==> src/rtl/uart_pkg.sv <==
// Types and helpers shared by the UART transmitter and the future receiver.
package uart_pkg;

    typedef enum logic [2:0] {
        IDLE,
        START,
        DATA,
        PARITY,
        STOP
    } tx_state_t;

    localparam int UART_DATA_BITS = 8;

    function automatic int clks_per_bit(input int clk_freq, input int baud);
        return clk_freq / baud;
    endfunction

endpackage

==> src/rtl/uart_baud_gen.sv <==
// Bit-period timer: bit_tick pulses on the last cycle of each CLKS_PER_BIT-cycle bit.
module uart_baud_gen #(
    parameter int CLKS_PER_BIT = 10
) (
    input  logic clk,
    input  logic rst,
    input  logic restart,
    output logic bit_tick
);

    localparam int CNT_W = (CLKS_PER_BIT > 1) ? $clog2(CLKS_PER_BIT) : 1;
    localparam logic [CNT_W-1:0] LAST = CNT_W'(CLKS_PER_BIT - 1);

    logic [CNT_W-1:0] cnt_q, cnt_d;

    // restart holds the counter at zero so the first bit after it is full length
    always_comb begin
        cnt_d = cnt_q + CNT_W'(1);
        if (restart || cnt_q == LAST) begin
            cnt_d = '0;
        end
    end

    always_ff @(posedge clk) begin
        if (rst) begin
            cnt_q <= '0;
        end else begin
            cnt_q <= cnt_d;
        end
    end

    assign bit_tick = (cnt_q == LAST) && !restart;

endmodule

==> src/rtl/uart_tx_serializer.sv <==
// Byte-to-serial UART transmitter: start, 8 data bits LSB first, optional parity, 1-2 stop bits.
module uart_tx_serializer
    import uart_pkg::*;
#(
    parameter int CLK_FREQ   = 50_000_000,
    parameter int BAUD_RATE  = 115_200,
    parameter int PARITY_EN  = 0,
    parameter int PARITY_ODD = 0,
    parameter int STOP_BITS  = 1
) (
    input  logic       clk,
    input  logic       rst,
    input  logic [7:0] din,
    input  logic       Ready_Byte,
    output logic       Tx_busy,
    output logic       tx_done,
    output logic       tx
);

    localparam int CLKS_PER_BIT = clks_per_bit(CLK_FREQ, BAUD_RATE);

    generate
        if (CLKS_PER_BIT < 2) begin : g_bad_baud
            $error("uart_tx_serializer: CLK_FREQ/BAUD_RATE must be at least 2");
        end
        if (STOP_BITS != 1 && STOP_BITS != 2) begin : g_bad_stop
            $error("uart_tx_serializer: STOP_BITS must be 1 or 2");
        end
    endgenerate

    tx_state_t  state_q, state_d;
    logic [7:0] shift_q, shift_d;
    logic [2:0] bit_idx_q, bit_idx_d;
    logic       stop_idx_q, stop_idx_d;
    logic       par_q, par_d;
    logic       tx_q, tx_d;
    logic       busy_q, busy_d;
    logic       done_q, done_d;
    logic       bit_tick;

    uart_baud_gen #(
        .CLKS_PER_BIT(CLKS_PER_BIT)
    ) u_baud (
        .clk     (clk),
        .rst     (rst),
        .restart (state_q == IDLE),
        .bit_tick(bit_tick)
    );

    always_comb begin
        state_d    = state_q;
        shift_d    = shift_q;
        bit_idx_d  = bit_idx_q;
        stop_idx_d = stop_idx_q;
        par_d      = par_q;
        done_d     = 1'b0;

        case (state_q)
            IDLE: begin
                if (Ready_Byte) begin
                    shift_d    = din;
                    par_d      = (^din) ^ (PARITY_ODD != 0);
                    bit_idx_d  = '0;
                    stop_idx_d = 1'b0;
                    state_d    = START;
                end
            end
            START: begin
                if (bit_tick) state_d = DATA;
            end
            DATA: begin
                if (bit_tick) begin
                    shift_d   = {1'b0, shift_q[7:1]};
                    bit_idx_d = bit_idx_q + 3'd1;
                    if (bit_idx_q == 3'(UART_DATA_BITS - 1)) begin
                        state_d = (PARITY_EN != 0) ? PARITY : STOP;
                    end
                end
            end
            PARITY: begin
                if (bit_tick) state_d = STOP;
            end
            STOP: begin
                if (bit_tick) begin
                    if (stop_idx_q == 1'(STOP_BITS - 1)) begin
                        state_d = IDLE;
                        done_d  = 1'b1;
                    end else begin
                        stop_idx_d = stop_idx_q + 1'b1;
                    end
                end
            end
            default: state_d = IDLE;
        endcase

        // Line level follows the next state so tx is registered yet aligned with it
        case (state_d)
            START:   tx_d = 1'b0;
            DATA:    tx_d = shift_d[0];
            PARITY:  tx_d = par_d;
            default: tx_d = 1'b1;
        endcase
        busy_d = (state_d != IDLE);
    end

    always_ff @(posedge clk) begin
        if (rst) begin
            state_q    <= IDLE;
            shift_q    <= '0;
            bit_idx_q  <= '0;
            stop_idx_q <= 1'b0;
            par_q      <= 1'b0;
            tx_q       <= 1'b1;
            busy_q     <= 1'b0;
            done_q     <= 1'b0;
        end else begin
            state_q    <= state_d;
            shift_q    <= shift_d;
            bit_idx_q  <= bit_idx_d;
            stop_idx_q <= stop_idx_d;
            par_q      <= par_d;
            tx_q       <= tx_d;
            busy_q     <= busy_d;
            done_q     <= done_d;
        end
    end

    assign tx      = tx_q;
    assign Tx_busy = busy_q;
    assign tx_done = done_q;

endmodule

==> config.mk <==
export PLATFORM = sky130hd
export DESIGN_NAME = uart_tx_serializer
export DESIGN_NICKNAME = d
export VERILOG_FILES = /design/src/rtl/uart_pkg.sv /design/src/rtl/uart_baud_gen.sv /design/src/rtl/uart_tx_serializer.sv
export SDC_FILE = /design/constraint.sdc
export NUM_CORES = 1
export LEC_CHECK = 0
export BUFFER_PORTS_ARGS = -buffer_cell sky130_fd_sc_hd__buf_2
export CAP_MARGIN = 20
export CORE_ASPECT_RATIO = 0.5
export CORE_MARGIN = 5
export CORE_UTILIZATION = 50
export DETAILED_ROUTE_END_ITERATION = 7
export MAX_ROUTING_LAYER = met4
export PLACE_DENSITY = 0.77
export SYNTH_ARGS = -nofsm -noshare
export SYNTH_HDL_FRONTEND = slang
export SYNTH_HIERARCHICAL = 1
export SYNTH_SLANG_ARGS = --single-unit
export TNS_END_PERCENT = 10
==> constraint.sdc <==
create_clock -name clk -period 5.25 [get_ports clk]
set_input_delay 0.2625 -clock clk [delete_from_list [all_inputs] [get_ports clk]]
set_output_delay 0.2625 -clock clk [all_outputs]
set_load 0.02 [all_outputs]
Word level (Yosys, flattened, before mapping)

Index checks and enable logic that the tools add are counted.

Logic and storage cells: 61
Output and inout bits: 3
Flip-flop bits (word level): 28
Bits of input ports: 11

Reduce and logical (&&, ||, !) cells: 12
Bitwise logic cells: 2
Add/sub/neg operators: 3
Mux-type cells: 22
Equal/unequal tests: 12

Operators by type and width:

| operator            | count |
|---|---|
| $mux 3              | 9 |
| $mux 8              | 2 |
| $pmux 8 s2          | 1 |
| $pmux 3 s5          | 1 |
| $eq 3x2->1 const B  | 4 |
| $add 9x1->9 const B | 1 |
| $eq 9x9->1 const B  | 1 |
| $reduce_xor 8->1    | 1 |
| $eq 3x1->1 const B  | 2 |
| $eq 3x3->1 const B  | 2 |
| $mux 1              | 6 |
| $ne 2x2->1 const B  | 3 |
| $pmux 3 s2          | 1 |
| $reduce_and 3->1    | 2 |
| $reduce_bool 2->1   | 2 |
| $add 3x1->3 const B | 1 |
| $logic_not 3->1     | 1 |
| $pmux 1 s3          | 1 |
| $reduce_bool 3->1   | 1 |
| $reduce_or 3->1     | 1 |
| $not 1->1           | 2 |
| $pmux 1 s2          | 1 |
| $reduce_or 2->1     | 1 |
| $add 1x1->1 const B | 1 |
| other kinds (3)     | 3 |

Logic depth before layout (Yosys ltp)

Gate-level depths: netlist of run 1.

Depth after elaboration: 7
Mapped depth: 10
Depth with buffers taken out: 8

Modules after synthesis

Netlist of run 1, hierarchy kept.

By module, submodules not included:

| module             | area each (um^2) | cells an instance | seq. area each (um^2) | instances |
|---|---|---|---|---|
| uart_tx_serializer | 885.8            | 99                | 360.3                 | 1 |
| uart_baud_gen      | 447.9            | 49                | 180.2                 | 1 |

Worst setup path before layout of run 1

Ideal clock, no wire load.

Path kind: register to register
Start: reg u_baud.cnt_q[2]
End: reg tx_q, in the netlist tx
Stages on the path, launching flop included: 9
Buffers on the path: 2
Data required time: 5,187 ps
Setup time: 63 ps
Data arrival time: 1,904 ps
Path slack: 3,283 ps
Period minus slack after synthesis: 1,967 ps
Path through: dfxtp_1 -> or3_4 -> nor4_1 -> buf_2 -> and4bb_1 -> buf_6 -> a32oi_1 -> a211o_1 -> nand3b_1

Longest elaborated chain between the ends: 6
Elaborated cells between the ends (all ways): 13
Classes of those cells: eq/ne (4); mux (8); reduce/logical (1)

Ends and longest elaborated chain:

| element                                         | line                      | text |
|---|---|---|
| from (decl)                                     | uart_baud_gen.sv:14       | `logic [CNT_W-1:0] cnt_q, cnt_d;` |
| from (signal assigned)                          | uart_baud_gen.sv:28       | `cnt_q <= cnt_d;` |
| $eq 9x9->1 *                                    | uart_baud_gen.sv:32       | `assign bit_tick = (cnt_q == LAST) && !restart;` |
| $logic_and 1x1->1 *                             | uart_baud_gen.sv:32       |  |
| net bit_tick                                    | uart_tx_serializer.sv:39  | `logic bit_tick;` |
| $mux 3, on equally long branches                | n/a                       |  |
| $pmux 3 s5                                      | uart_tx_serializer.sv:58  | `case (state_q)` |
| $eq 3x2->1 / $eq 3x1->1 (equally long branches) | uart_tx_serializer.sv:97  | `case (state_d)` |
| $pmux 1 s3 *                                    | uart_tx_serializer.sv:97  |  |
| to (signal assigned)                            | uart_tx_serializer.sv:122 | `tx_q <= tx_d;` |
| to (decl)                                       | uart_tx_serializer.sv:36  | `logic tx_q, tx_d;` |

The timed path passes the listed nets; every way through them passes the cells marked *. The select of a mux whose other input is x is not followed.
A chain may end at the register's enable or synchronous reset.

Worst setup path in the final report of run 1

Ends and elaborated chain as after synthesis.

==> impl_metrics.ini, run 1 <==
[outcome]
outcome = finished, final reports clean

[synthesis]
yosys_warnings = 6
synth-edff-count = 0
ys_ff_latch = 27
synthFlopType = dfxtp_1
async_flop_share_pct = 0
synth_area_mm2 = 0.001334
synth_seq_area_share_pct = 40.53
synth.avg_cell_area_um2 = 9.012
synth_nets = 163
ys_types = 44
netlist_instances = 148

[timing]
finalCriticalPeriod_ns = 2.326
maxSlewHeadroom_pct = 52.92
setup_slack_ns = 2.924
whs_ns = 0.2735
finalSetupTns_ns = 0
fmax_mhz = 429.9
final-setup-viol-count = 0
rsz0062_at_grt = no
finalCritPeriodShare_pct = 44.31
worst_pin_slew_ns = 0.7032
drv_slew = 0
finalHoldViolations = 0
fin_skew_ns = 0.01105

[clocking]
h-tree-depth = 1
clockBufferDepth = 2
clk_pin_slew_ns = 0.10
cts_tree = yes
cts_resized = 0
cts_buffers = 3
clock-sinks = 27
clk_latency_ns = 0.28
post-cts-setup-buffers = 0
root_buffer = clkbuf_8
ctsHoldBuffers = 0

[critical_path]
r2r_start = u_baud/cnt_q[2]
critPathKind = reg -> reg
cp-startpoint = u_baud/cnt_q[2]
worstPathMaxFanout = 10
ff2ff_path_depth = 7
end_kind = flop
worstPathRequired_ns = 5.47
r2r-end = tx
cp-start-kind = flop
crit_end = tx
critPathArrivalTime_ns = 2.55
reg2reg_slack_ns = 2.92

[floorplan]
rows = 13
pin_count = 14
die_h_um = 46.52
initial_core_util_pct = 51.90
die_x_um = 83.04
core_mm2 = 0.002570
dieArea_mm2 = 0.003863

[routing]
wl_per_cell_um = 12.52
ant_nets = 0
dr.pass1.iters = 4
drtIter0Drc = 59
dr_total_vias = 1067
via_per_inst = 5.472
drc = 0
routed_wl_mm = 2.441

[cells_and_area]
nets = 174
fillerInstances = 234
final_cell_mix = dfxtp_1 (27), nand2_1 (16), nor2_1 (15)
final_common_cell = dfxtp_1
drive_gt1_share_pct = 15.19
final_design_area_no_fill_mm2 = 0.001446
syn_to_final_growth_pct = 8.443
n_antenna_cell = 0

[global_routing]
grt_pass1_vias = 976
grt_pass1_wl_mm = 4.271
antenna_found_initial = 0
grt-ovfl-total = 0
grt_max_degree = 21
grt_usage_pct = 14.16

[hold_path]
hp-class = in -> reg

[power_and_ir_drop]
p_leak_nw = 0.4969
vdd_ir_drop_max_mv = 0.1035
power_density_mw_per_mm2 = 263.1
p_total_mw = 0.3805

[flow_run]
maxCapViolCount = 0

[placed_design]
hpwl_mm = 1.753
place_ws_ns = 2.963
place.gp.congestion = 0.8435
placed_area_mm2 = 0.001398
port_buffers = 13
-- synth_stat cells, types with 2 or more instances --
cell      instances  area share (%)
xor2_1            2             1.3
ha_1              4             3.8
buf_4             2             1.1
a21oi_1          13             4.9
a22oi_1           7             3.9
xnor2_1           8             5.3
a31oi_1           4             1.9
nand3_1           3             1.1
nor3_1            4             1.5
nor2_1           15             4.2
nand2_1          16             4.5
nand3b_1          2             1.1
or3_1             2            0.94
buf_2             2            0.75
buf_6             2             1.7
nand4_1           3             1.4
dfxtp_1          27              41
inv_1             4             1.1
o21ai_0           3             1.1
-- per-layer routing --
| metal | vias to the layer above | part of all wire (%) | track usage [%] |
|---|---|---|---|
| met5 | - | 0 | - |
| li1 | 553 | - | - |
| met2 | 19 | 47 | 24.52 |
| met1 | 493 | 48 | 16.35 |
| met4 | 0 | 0.33 | 3.257 |
| met3 | 2 | 4.6 | 4.821 |
-- per-stage QoR --
| step | utilization (%) | cells |
|---|---|---|
| after global placement | 54.38 | 191 |
| after floorplan | - | 148 |
| after global routing | 56.28 | 195 |
| final | 56.28 | 195 |
| after CTS | 56.28 | 195 |
| after detailed placement | 54.38 | 191 |
-- flip-flops by register name, indices dropped and copies added, names as in the netlist --
signal / count
shift_q: 8
state_q: 3
Tx_busy: 1
bit_idx_q: 3
tx: 1
tx_done: 1
u_baud/cnt_q: 9
par_q: 1
-- kinds of logic (layout without fill, tap and decap cells) --
group / count (synthesis) / after routing / share of synthesized area, %
fa+ha+maj: 4 / 4 / 3.752
buf+inv: 12 / 22 / 5.252
xor+xnor: 10 / 10 / 6.567
simple gates: 58 / 58 / 24.67
compound gates: 37 / 37 / 19.23
flops: 27 / 27 / 40.53
-- how the worst min path moves through the flow --
stage,startpoint,end,slack (ns),cells past startpoint
floorplan,din[7],shift_q[7],0.42,2
global placement,shift_q[4],shift_q[4],0.44,2
detailed placement,shift_q[1],shift_q[1],0.45,2
CTS,din[7],shift_q[7],0.27,3
global route,din[1],shift_q[1],0.29,3
finish,din[7],shift_q[7],0.27,3
-- worst max-delay path, stage by stage (launching register included) --
cell,delay [ns]
dfxtp_1,0.38
or3_4,0.43
nor4_1,0.27
buf_4,0.21
and4bb_1,0.46
a32oi_1,0.16
a211o_1,0.30
nand3b_1,0.07
-- power breakdown --
| group | switching (mW) | total (mW) | internal [mW] |
|---|---|---|---|
| clock network | 0.0660 | 0.120 | 0.0539 |
| registers | 0.00565 | 0.218 | 0.212 |
| logic | 0.0234 | 0.0429 | 0.0195 |
| total | 0.0951 | 0.381 | 0.285 |
-- cell type report --
cell class                 instances  area, um^2  share of cell area (%)
clock inverter                     1       7.507                  0.5190
timing repair buffer              14       72.57                   5.017
clock buffer                       3       41.29                   2.855
tap                               37       46.29                   3.201
multi-input combinational        109       723.2                   50.00
sequential                        27       540.5                   37.37
inverter                           4       15.01                   1.038
Note: power is estimated with default switching activity, not from simulation.
==> run 2: changes to the inputs <==
- clock period: 5.25 -> 2.4 ns (I/O delays scaled with it)
==> run 2 against run 1 <==
  * Worst setup slack lost 2.6 ns
  * Critical path depth is the same
  * Non-clock buffer count increased by 5
  * Clock-buffer cell count is the same
  * Final area up 2.6%
  * Utilization is 1.5 points higher
  * Largest cell class unchanged
==> impl_metrics.ini, run 2 (synthesis gave the netlist of run 1 again) <==
[outcome]
outcome = finished, final reports clean

[cells_and_area]
top_register = u_baud/cnt_q
final_cell_mix = dfxtp_1 (27), nand2_1 (16), nor2_1 (15)
syn_to_final_growth_pct = 11.26
final_core_util_pct = 57.74
nets = 179
reg_top3 = u_baud/cnt_q x9, shift_q x8
n_antenna_cell = 0
final_common_cell = dfxtp_1
drive_gt1_share_pct = 17.79
final_cells = 200
largest_reg_flops = 9

[hold_path]
hold_path_end = shift_q[7]
min_path_cells = 3
hold_start = din[7]
hp-class = in -> reg

[timing]
finalCritPeriodShare_pct = 88.47
maxSlewHeadroom_pct = 69.52
finalCriticalPeriod_ns = 2.123
drv_slew = 0
worst_pin_slew_ns = 0.4457
fin_skew_ns = 0.005709
rsz0062_at_grt = no
fmax_mhz = 471.0
final-setup-viol-count = 0
finalSetupTns_ns = 0
finalHoldViolations = 0

[global_routing]
grt-ovfl-total = 0
antenna_found_initial = 0
grt_usage_pct = 14.46
grt_pass1_vias = 983
grt_max_degree = 21
grt_pass1_wl_mm = 4.284

[critical_path]
ff2ff_path_depth = 7
r2r_start = u_baud/cnt_q[2]
worstPathCellList = or3_4 > nor4_1 > buf_4 > and4bb_1 > a32oi_1 > a211o_1 > nand3b_1
critPathArrivalTime_ns = 2.35
reg2reg_slack_ns = 0.28
crit_family = simple AND/OR/NAND/NOR gates
critPathKind = reg -> reg
end_kind = flop
max_stage_delay_ns = 0.43
cp-start-kind = flop
cp_num_buf_inv = 1
worstPathRequired_ns = 2.62
worstPathMaxFanout = 10
r2r-end = tx
crit_slowest_cell = or3_4

[routing]
routed_wl_mm = 2.470
wl_per_cell_um = 12.35
ant_nets = 0
dr.pass1.iters = 4
drtIter0Drc = 65
drc = 0
via_per_inst = 5.365
dr_total_vias = 1073

[floorplan]
pin_count = 14
dieArea_mm2 = 0.003863
core_mm2 = 0.002570
rows = 13
initial_core_util_pct = 51.90
die_h_um = 46.52
die_x_um = 83.04

[clocking]
root_buffer = clkbuf_8
cts_buffers = 3
h-tree-depth = 1
post-cts-setup-buffers = 0
cts_resized = 0
clk_latency_ns = 0.27
ctsHoldBuffers = 0
clk_pin_slew_ns = 0.09
clock-sinks = 27
clockBufferDepth = 2
cts_tree = yes

[placed_design]
hpwl_mm = 1.844
port_buffers = 13
dp_cells = 196
place.gp.congestion = 0.8696

[power_and_ir_drop]
vdd_ir_drop_max_mv = 0.2726
p_leak_nw = 0.5233
power_density_mw_per_mm2 = 563.3

[flow_run]
maxCapViolCount = 0
## run 2: how the worst max path moves through the flow
| stage | start | end | slack [ns] | cells after the start |
|---|---|---|---|---|
| after floorplan | u_baud/cnt_q[2] | tx | 0.43 | 8 |
| after global placement | u_baud/cnt_q[2] | tx | 0.30 | 7 |
| after detailed placement | u_baud/cnt_q[2] | tx | 0.29 | 7 |
| after CTS | u_baud/cnt_q[2] | tx | 0.27 | 7 |
| after global routing | u_baud/cnt_q[0] | tx | 0.04 | 8 |
| final | u_baud/cnt_q[2] | tx | 0.28 | 7 |
## run 2: power by group
group          leakage, nW  internal [mW]  switching [mW]
sequential           0.220          0.464         0.00859
combinational        0.282         0.0462          0.0555
clock               0.0217          0.118           0.144
total                0.523          0.628           0.208
## run 2: per-layer routing
layer | share of wire (%) | track usage (%) | up-vias | routed length (um)
met5 | 0 | - | - | 0
met4 | 0.45 | 2.932 | 0 | 11
met3 | 3.6 | 5.179 | 3 | 90
met2 | 44 | 24.84 | 9 | 1090
met1 | 52 | 16.81 | 488 | 1277
li1 | - | - | 573 | -
## run 2: worst min-delay path, cell delays in order
cell     delay, ns
buf_2         0.09
a22oi_1       0.07
nor2_1        0.08
## run 2: cell type report
class,instances,area (um^2)
Clock buffer,3,41.29
Clock inverter,1,7.507
Fill cell,239,1086
Inverter,4,15.01
Multi-Input combinational cell,109,723.2
Sequential cell,27,540.5
Tap cell,37,46.29
Timing Repair Buffer,19,110.1
## run 2: through the flow
stage | hold slack [ns] | setup WS [ns] | power [mW] | area (um^2)
6_report | 0.1230 | 0.2768 | 0.8359 | 1484
5_1_grt | 0.1547 | 0.04067 | 0.8768 | 1484
4_1_cts | 0.1250 | 0.2702 | 0.8465 | 1484
3_5_place_dp | 0.4129 | 0.2866 | 0.5844 | 1435
3_3_place_gp | 0.4036 | 0.2985 | 0.5819 | 1435
2_1_floorplan | 0.2808 | 0.4334 | 0.5574 | 1334
